==> config.mk <==
export PLATFORM = sky130hd
export DESIGN_NAME = hdmi_timing_gen_flat
export DESIGN_NICKNAME = d
export VERILOG_FILES = /design/src/rtl/hdmi_timing_gen_if.sv /design/src/rtl/hdmi_timing_gen.sv /design/src/flat_wrapper.sv
export SDC_FILE = /design/constraint.sdc
export NUM_CORES = 1
export LEC_CHECK = 0
export ABC_CLOCK_PERIOD_IN_PS = 2800
export BUFFER_PORTS_ARGS = -buffer_cell sky130_fd_sc_hd__buf_2
export CAP_MARGIN = 20
export CORE_UTILIZATION = 40
export DETAILED_ROUTE_END_ITERATION = 8
export HOLD_SLACK_MARGIN = 0.03
export PLACE_DENSITY_LB_ADDON = 0.05
export SLEW_MARGIN = 20
export SYNTH_ARGS = -nofsm -noshare
export SYNTH_HDL_FRONTEND = slang
export SYNTH_SLANG_ARGS = --single-unit
==> constraint.sdc <==
create_clock -name Hclk -period 2.8 [get_ports Hclk]
set_input_delay 0.28 -clock Hclk [delete_from_list [all_inputs] [get_ports Hclk]]
set_output_delay 0.28 -clock Hclk [all_outputs]
set_load 0.01 [all_outputs]
==> src/rtl/hdmi_timing_gen_if.sv <==
// Pixel-side bundle between the raster timing generator, the RGB frame
// buffer and the TMDS encoder.
//   HDMIdata   : pixel returned by the frame buffer
//   HVsync     : high during active lines (buffer read-address reset when low)
//   HMemRead   : frame-buffer read strobe, one per active pixel
//   pVDE       : data enable aligned with RGB_out
//   HSync      : horizontal sync aligned with pVDE
//   VSync      : vertical sync aligned with pVDE
//   RGB_out    : blank-gated pixel to the encoder
//   FrameStart : one-clock pulse on the first active pixel of a frame
// master = timing generator side, slave = buffer/encoder side.
interface hdmi_timing_gen_if;
  logic [23:0] HDMIdata;
  logic        HVsync;
  logic        HMemRead;
  logic        pVDE;
  logic        HSync;
  logic        VSync;
  logic [23:0] RGB_out;
  logic        FrameStart;

  modport master (
    input  HDMIdata,
    output HVsync, HMemRead, pVDE, HSync, VSync, RGB_out, FrameStart
  );

  modport slave (
    output HDMIdata,
    input  HVsync, HMemRead, pVDE, HSync, VSync, RGB_out, FrameStart
  );
endinterface

==> src/rtl/hdmi_timing_gen.sv <==
// Raster timing generator (default 640x480@60) on the pixel clock Hclk.
// Issues frame-buffer reads (HMemRead/HVsync) one clock after the raster
// counters, then delays the region flags by READ_LEAD more clocks so that
// pVDE/HSync/VSync/FrameStart line up with the pixel that comes back from
// the buffer, which is registered onto RGB_out (zero outside active video).
// Ports:
//   Hclk  : pixel clock
//   rstn  : asynchronous active-low reset
//   en    : timing enable; low holds the raster at its origin
//   hdmi  : hdmi_timing_gen_if master (buffer read side + encoder side)
module hdmi_timing_gen #(
  parameter int unsigned H_ACTIVE  = 640,
  parameter int unsigned H_FP      = 16,
  parameter int unsigned H_SYNC    = 96,
  parameter int unsigned H_BP      = 48,
  parameter int unsigned V_ACTIVE  = 480,
  parameter int unsigned V_FP      = 10,
  parameter int unsigned V_SYNC    = 2,
  parameter int unsigned V_BP      = 33,
  parameter bit          SYNC_POL  = 1'b0,
  parameter int unsigned READ_LEAD = 1
) (
  input logic               Hclk,
  input logic               rstn,
  input logic               en,
  hdmi_timing_gen_if.master hdmi
);

  localparam int unsigned H_TOTAL = H_ACTIVE + H_FP + H_SYNC + H_BP;
  localparam int unsigned V_TOTAL = V_ACTIVE + V_FP + V_SYNC + V_BP;

  localparam logic [10:0] H_LAST   = 11'(H_TOTAL - 1);
  localparam logic [10:0] H_ACT    = 11'(H_ACTIVE);
  localparam logic [10:0] HS_FIRST = 11'(H_ACTIVE + H_FP);
  localparam logic [10:0] HS_LAST  = 11'(H_ACTIVE + H_FP + H_SYNC - 1);

  localparam logic [9:0]  V_LAST   = 10'(V_TOTAL - 1);
  localparam logic [9:0]  V_ACT    = 10'(V_ACTIVE);
  localparam logic [9:0]  VS_FIRST = 10'(V_ACTIVE + V_FP);
  localparam logic [9:0]  VS_LAST  = 10'(V_ACTIVE + V_FP + V_SYNC - 1);

  logic [10:0] hcnt;
  logic [9:0]  vcnt;

  // Stage-0 region flags, straight from the counters
  logic act, hs, vs, va, first;

  // Index 0 is the read-issue stage (drives HMemRead); index READ_LEAD is
  // the encoder-facing stage.
  logic [READ_LEAD:0] act_d;
  logic [READ_LEAD:0] hs_d;
  logic [READ_LEAD:0] vs_d;
  logic [READ_LEAD:0] first_d;
  logic               va_q;
  logic [23:0]        rgb_q;

  // Raster counters; dropping en snaps them back to the origin.
  always_ff @(posedge Hclk or negedge rstn) begin
    if (!rstn) begin
      hcnt <= '0;
      vcnt <= '0;
    end else if (!en) begin
      hcnt <= '0;
      vcnt <= '0;
    end else if (hcnt == H_LAST) begin
      hcnt <= '0;
      vcnt <= (vcnt == V_LAST) ? '0 : vcnt + 10'd1;
    end else begin
      hcnt <= hcnt + 11'd1;
    end
  end

  always_comb begin
    act   = (hcnt < H_ACT) && (vcnt < V_ACT);
    hs    = (hcnt >= HS_FIRST) && (hcnt <= HS_LAST);
    vs    = (vcnt >= VS_FIRST) && (vcnt <= VS_LAST);
    va    = (vcnt < V_ACT);
    first = (hcnt == '0) && (vcnt == '0);
  end

  // Stage-0 flags are gated with en: while disabled the counters sit at the
  // origin, which would otherwise look like a permanent first pixel.
  always_ff @(posedge Hclk or negedge rstn) begin
    if (!rstn) begin
      act_d   <= '0;
      hs_d    <= '0;
      vs_d    <= '0;
      first_d <= '0;
      va_q    <= 1'b0;
      rgb_q   <= '0;
    end else begin
      act_d[0]   <= en & act;
      hs_d[0]    <= en & hs;
      vs_d[0]    <= en & vs;
      first_d[0] <= en & first;
      va_q       <= en & va;

      act_d[READ_LEAD:1]   <= act_d[READ_LEAD-1:0];
      hs_d[READ_LEAD:1]    <= hs_d[READ_LEAD-1:0];
      vs_d[READ_LEAD:1]    <= vs_d[READ_LEAD-1:0];
      first_d[READ_LEAD:1] <= first_d[READ_LEAD-1:0];

      // Loaded on the same edge that moves act_d[READ_LEAD-1] into
      // act_d[READ_LEAD], so RGB_out and pVDE change together.
      rgb_q <= act_d[READ_LEAD-1] ? hdmi.HDMIdata : '0;
    end
  end

  assign hdmi.HMemRead   = act_d[0];
  assign hdmi.HVsync     = va_q;
  assign hdmi.pVDE       = act_d[READ_LEAD];
  assign hdmi.HSync      = hs_d[READ_LEAD] ^ ~SYNC_POL;
  assign hdmi.VSync      = vs_d[READ_LEAD] ^ ~SYNC_POL;
  assign hdmi.FrameStart = first_d[READ_LEAD];
  assign hdmi.RGB_out    = rgb_q;

endmodule

==> src/flat_wrapper.sv <==
// flat-port wrapper written by rule: the top's interface ports become plain ports
module hdmi_timing_gen_flat 
#(
  parameter int unsigned H_ACTIVE  = 640,
  parameter int unsigned H_FP      = 16,
  parameter int unsigned H_SYNC    = 96,
  parameter int unsigned H_BP      = 48,
  parameter int unsigned V_ACTIVE  = 480,
  parameter int unsigned V_FP      = 10,
  parameter int unsigned V_SYNC    = 2,
  parameter int unsigned V_BP      = 33,
  parameter bit          SYNC_POL  = 1'b0,
  parameter int unsigned READ_LEAD = 1
)
  (Hclk, rstn, en, hdmi_HDMIdata, hdmi_HVsync, hdmi_HMemRead, hdmi_pVDE, hdmi_HSync, hdmi_VSync, hdmi_RGB_out, hdmi_FrameStart);
  hdmi_timing_gen_if hdmi_i ();
  input logic Hclk;
  input logic rstn;
  input logic en;
  input wire logic [$bits(hdmi_i.HDMIdata)-1:0] hdmi_HDMIdata;
  output wire logic [$bits(hdmi_i.HVsync)-1:0] hdmi_HVsync;
  output wire logic [$bits(hdmi_i.HMemRead)-1:0] hdmi_HMemRead;
  output wire logic [$bits(hdmi_i.pVDE)-1:0] hdmi_pVDE;
  output wire logic [$bits(hdmi_i.HSync)-1:0] hdmi_HSync;
  output wire logic [$bits(hdmi_i.VSync)-1:0] hdmi_VSync;
  output wire logic [$bits(hdmi_i.RGB_out)-1:0] hdmi_RGB_out;
  output wire logic [$bits(hdmi_i.FrameStart)-1:0] hdmi_FrameStart;
  assign hdmi_i.HDMIdata = hdmi_HDMIdata;
  assign hdmi_HVsync = hdmi_i.HVsync;
  assign hdmi_HMemRead = hdmi_i.HMemRead;
  assign hdmi_pVDE = hdmi_i.pVDE;
  assign hdmi_HSync = hdmi_i.HSync;
  assign hdmi_VSync = hdmi_i.VSync;
  assign hdmi_RGB_out = hdmi_i.RGB_out;
  assign hdmi_FrameStart = hdmi_i.FrameStart;
  hdmi_timing_gen #(.H_ACTIVE(H_ACTIVE), .H_FP(H_FP), .H_SYNC(H_SYNC), .H_BP(H_BP), .V_ACTIVE(V_ACTIVE), .V_FP(V_FP), .V_SYNC(V_SYNC), .V_BP(V_BP), .SYNC_POL(SYNC_POL), .READ_LEAD(READ_LEAD)) u_core (.Hclk(Hclk), .rstn(rstn), .en(en), .hdmi(hdmi_i));
endmodule
**Word-level counts from Yosys, hierarchy flattened**

Index checks and enable logic that the tools add are counted.

- Add/sub/neg operators: 2
- $lt $le $gt $ge: 6
- Equal/unequal tests: 3
- Mux-type cells: 6
- Bitwise gates (word level): 7
- Reduce and logical (&&, ||, !) cells: 6

Operators with widths:

| operator | number |
|---|---|
| 2-to-1 mux 10 bit | 3 |
| 2-to-1 mux 24 bit | 1 |
| 2-to-1 mux 11 bit | 2 |
| adder 11 x 1 -> 11 bit (second input constant) | 1 |
| == test 11 x 10 -> 1 bit (second input constant) | 1 |
| >= comparator 11 x 10 -> 1 bit (second input constant) | 1 |
| less-or-equal comparator 11 x 10 -> 1 bit (second input constant) | 1 |
| zero test 11 bit | 1 |
| less-than comparator 11 x 10 -> 1 bit (second input constant) | 1 |
| adder 10 x 1 -> 10 bit (second input constant) | 1 |
| == test 10 bit (second input constant) | 1 |
| >= comparator 10 x 9 -> 1 bit (second input constant) | 1 |
| less-or-equal comparator 10 x 9 -> 1 bit (second input constant) | 1 |
| zero test 10 bit | 1 |
| less-than comparator 10 x 9 -> 1 bit (second input constant) | 1 |
| AND 1 bit | 5 |
| logical AND 1 bit | 4 |
| != test 2 x 1 -> 1 bit (second input constant) | 1 |
| NOT 1 bit | 2 |

- Bits in registers: 54
- Input port bits: 27
- Output and inout port bits: 30
- Logic and storage cells: 38

**Longest topological paths before layout**

- Depth after elaboration: 4
- Gate-level depth with buffers: 6
- Depth with buffers taken out: 6

**Worst setup path after synthesis**

OpenSTA, ideal clock, no wires.

- Path kind: register to register
- From: reg u_core.hcnt[5]
- To: reg u_core.vcnt[9]
- Setup time: 0.080 ns
- Arrival time: 2.054 ns
- Required time: 2.720 ns
- Setup slack: 0.665 ns
- Cell stages (with the launch flop): 7
- Buffers on the path: 2
- Period minus slack after synthesis: 2.135 ns
- Cell sequence: dfrtp_1 buf_6 or4_4 or3_1 clkbuf_2 or4_1 o211ai_2

- Word-level cells in the longest chain between the ends: 2

RTL lines:

| item | RTL line | RTL |
|---|---|---|
| from (decl) | hdmi_timing_gen.sv:42 | `logic [10:0] hcnt;` |
| from (signal assigned) | hdmi_timing_gen.sv:69 | `hcnt <= hcnt + 11'd1;` |
| == test 11 x 10 -> 1 bit | hdmi_timing_gen.sv:65 | `end else if (hcnt == H_LAST) begin` |
| != test 2 x 1 -> 1 bit (no source line) | -- |  |
| to (signal assigned) | hdmi_timing_gen.sv:67 | `vcnt <= (vcnt == V_LAST) ? '0 : vcnt + 10'd1;` |
| to (decl) | hdmi_timing_gen.sv:43 | `logic [9:0] vcnt;` |

No other way between the ends.
A chain may end at the register's enable or synchronous reset.

**Worst setup path after layout**

Same ends and word-level chain as after synthesis.

==> qor.yml <==
ant_nets: 0
reg2reg_to: "u_core.vcnt[9]"
hold_viol_final: 0
clk_pin_slew_worst_paths_ns: 0.09
dpl.cell_count: 320
drt_first_pass_iters: 4
clk-insertion-delay-late_ns: 0.30
grt.overflow.total: 0
worst_path_max_stage_delay_ns: 0.59
post-route-min-period_ns: 2.23
share_of_the_cycle_needed_by_the_critical_path_after_routing_pct: 79.8
startpoint_kind_of_the_worst_setup_timing_path: "flop"
post-layout-total-power_mw: 1.50
io-pin-count: 57
synth_top_area_share_pct: 60.6
holdWs_ns: 0.184
globalRouteMet3Util_pct: 4.31
layout-drive-gt1-share_pct: 28.6
internal_power_mw: 1.16
final_std_cells_w_o_fill: 329
netlist_instances: 195
grt.busiest_layer: "met2"
rr_worst_depth: 4
min_delay_worst_endpoint: "u_core.hdmi.RGB_out[5]"
dieArea_um2: 5870
power.density_nw_per_um2: 549
post-cts-setup-buffer-count: 0
grt_first_pass_wirelength_um: 7110
switching_share_pct: 22.8
timing.critical_path.fanout_max: 8
cts_num_sinks: 54
layout.nets: 290
syn-num-nets: 227
drt_iter0_markers: 101
synth_area_per_cell_um2: 11.4
timing.hold.worst.start: "hdmi_HDMIdata[5]"
initial_core_utilization_pct: 42.5
drt_drc_violations_left: 0
final_routed_wirelength_across_all_metal_layers_um: 4110
power.share.sequential_pct: 56.2
rrSetupSlack_ns: 0.57
synth.yosys.warnings: 0
globalRouteTotalUtil_pct: 15.7
core_area_um2: 5240
final_core_utilization_pct: 52.1
fp.dieW_um: 76.6
row_count: 26
cpMaxStageDelayCell: "sky130_fd_sc_hd__or4_4"
insertedDiodeCount: 0
grt_pass1_vias: 1463
wire_per_inst_um: 12.5
transition_time_of_the_tightest_slew_check_pin_ns: 0.678
required_ns: 3.03
worst_hold_path.num_cells: 2
grt_met1_use_pct: 22.0
slew_headroom_pct: 54.8
vdd_ir_drop_max_mv: 0.246
dieHeight_um: 76.6
worst_r2r_startpoint: "u_core.hcnt[5]"
status: "finished clean"
finalSetupTns_ns: 0
timing.final.setup_violations: 0
via_count: 1576
cts_tree: "done"
crit_chain: "or4_4 > or3_1 > or4_1 > o211ai_2"
synth_top_cell_by_area: "sky130_fd_sc_hd__dfrtp_1"
maxCapViolations: 0
final_max_slew_viol_count: 0
worstPathArrival_ns: 2.46
summed_instance_area_of_the_synthesized_netlist_um2: 2230
clock_tree.root_cell: "sky130_fd_sc_hd__clkbuf_8"
crit_type: "reg2reg"
clk_path_buf_depth: 2
synth-seq-area-share_pct: 60.6
gpl.final_weighted_congestion: 0.787
use_met2_pct: 22.6
cts_hold_buffers: 1
timing.fmax_mhz: 448
combinationalPowerShare_pct: 9.5
portBuffers: 56
synthTopCellsByArea: "sky130_fd_sc_hd__dfrtp_1 61%, sky130_fd_sc_hd__and2_1 7.0%, sky130_fd_sc_hd__ha_1 2.8%"
pin_count_of_the_biggest_net_entering_global_routing: 32
total_of_flip_flops_plus_latches_after_synthesis: 54
grt_antenna_before_repair: 0
clock_skew_ns: 0.00659
power_switching_mw: 0.341
hpwlAfterDp_um: 2910
end_kind: "flop"
worstHoldPathType: "in2reg"
syn_to_final_growth_pct: 22.3
leakagePower_nw: 1.33
numCtsBuffers: 5
ctsHtreeMaxLevel: 2
rsz0062_at_grt: "no"
power.share.clock_pct: 34.2
synth_cell_types: 38
drt-vias-per-instance: 4.79
cts_repair_resize_count: 0
layout make-up:
class | instances | area (um^2)
Clock buffer | 6 | 72.6
Clock inverter | 2 | 37.5
Fill cell | 479 | 2510
Inverter | 12 | 45.0
Multi-Input combinational cell | 122 | 797
Sequential cell | 54 | 1350
Tap cell | 70 | 87.6
Timing Repair Buffer | 63 | 335
registers in the layout (all words and copies together) (netlist names):
| register | count |
|---|---|
| u_core.hdmi.RGB_out | 24 |
| u_core.vcnt | 10 |
| u_core.hdmi.HVsync | 1 |
| u_core.act_d | 2 |
| u_core.first_d | 2 |
| u_core.hcnt | 11 |
| u_core.hs_d | 2 |
| u_core.vs_d | 2 |
cells in the mapped netlist, drive strengths merged:
cell    number
buf          1
a211oi       1
and3b        1
inv         12
and2        25
or3          3
o31ai        6
o21ai        4
nor2        11
and4         3
mux2i        1
a21boi       1
ha           5
nor4b        1
nor2b        1
and3         4
nand4        6
a41o         1
nand3        7
or4          2
a32oi        1
xor2         5
xnor2        2
o22ai        1
clkbuf       6
or4b         1
nand2        8
a21oi        3
dfrtp       54
o211ai       6
nor3         6
nand2b       3
nor4         2
a31oi        1
power groups by stage:
stage	combinational, mW	clock, mW	sequential [mW]
2_1_floorplan	0.0489	0	0.873
3_5_place_dp	0.145	0	0.859
5_1_grt	0.160	0.571	0.850
4_1_cts	0.147	0.532	0.844
3_3_place_gp	0.146	0	0.860
6_report	0.143	0.513	0.842
kinds of logic (layout without fill, tap and decap cells):
kind of cell / count (synthesis) / after routing / share of synthesized area [%]
and+or+nand+nor: 84 / 84 / 21.8
DFF: 54 / 54 / 60.6
AOI/OAI and AO/OA: 25 / 25 / 7.92
buffers and inverters: 19 / 83 / 3.59
xor gates and xnor gates: 7 / 7 / 2.75
adders and majority gates: 5 / 5 / 2.81
muxes: 1 / 1 / 0.449
placed cells by master (no fill, tap or decap), types with 4 or more instances in the layout:
cell type and n:
sky130_fd_sc_hd__ha_1 5, sky130_fd_sc_hd__buf_4 6, sky130_fd_sc_hd__nor2_1 11, sky130_fd_sc_hd__dfrtp_1 54, sky130_fd_sc_hd__nand4_1 6, sky130_fd_sc_hd__o21ai_0 4, sky130_fd_sc_hd__and2_1 25, sky130_fd_sc_hd__buf_2 56
sky130_fd_sc_hd__nand2_1 8, sky130_fd_sc_hd__nor3_1 6, sky130_fd_sc_hd__xor2_1 5, sky130_fd_sc_hd__clkbuf_8 5, sky130_fd_sc_hd__inv_1 12, sky130_fd_sc_hd__o211ai_1 5, sky130_fd_sc_hd__o31ai_1 6, sky130_fd_sc_hd__nand3_1 7
metrics by stage:
| step | setup WS (ns) | cell area (um^2) |
|---|---|---|
| after CTS | 0.578 | 2730 |
| after detailed placement | 0.615 | 2610 |
| final | 0.566 | 2730 |
| after floorplan | 0.665 | 2230 |
| after global placement | 0.649 | 2610 |
| after global routing | 0.479 | 2730 |
critical path: cells and delay by family, from the launching register on:
kind | cells | cell delay (ns)
simple gates | 3 | 1.61
flops | 1 | 0.47
compound gates | 1 | 0.07
worst max-delay path by stage:
| stage | startpoint | endpoint | depth (start not counted) |
|---|---|---|---|
| after floorplan | u_core.hcnt[5] | u_core.vcnt[9] | 6 |
| after global placement | u_core.hcnt[5] | u_core.vcnt[9] | 4 |
| after detailed placement | u_core.hcnt[5] | u_core.vcnt[9] | 4 |
| after CTS | u_core.hcnt[5] | u_core.vcnt[9] | 4 |
| after global routing | u_core.hcnt[0] | u_core.vcnt[9] | 5 |
| final | u_core.hcnt[5] | u_core.vcnt[9] | 4 |
metal layers:
layer  vias up  routed length [um]
met5         -                   0
met4         0                  53
met3         7                 235
met2        53                1770
met1       719                2050
li1        797                   -
(Power assumes the default switching activity.)
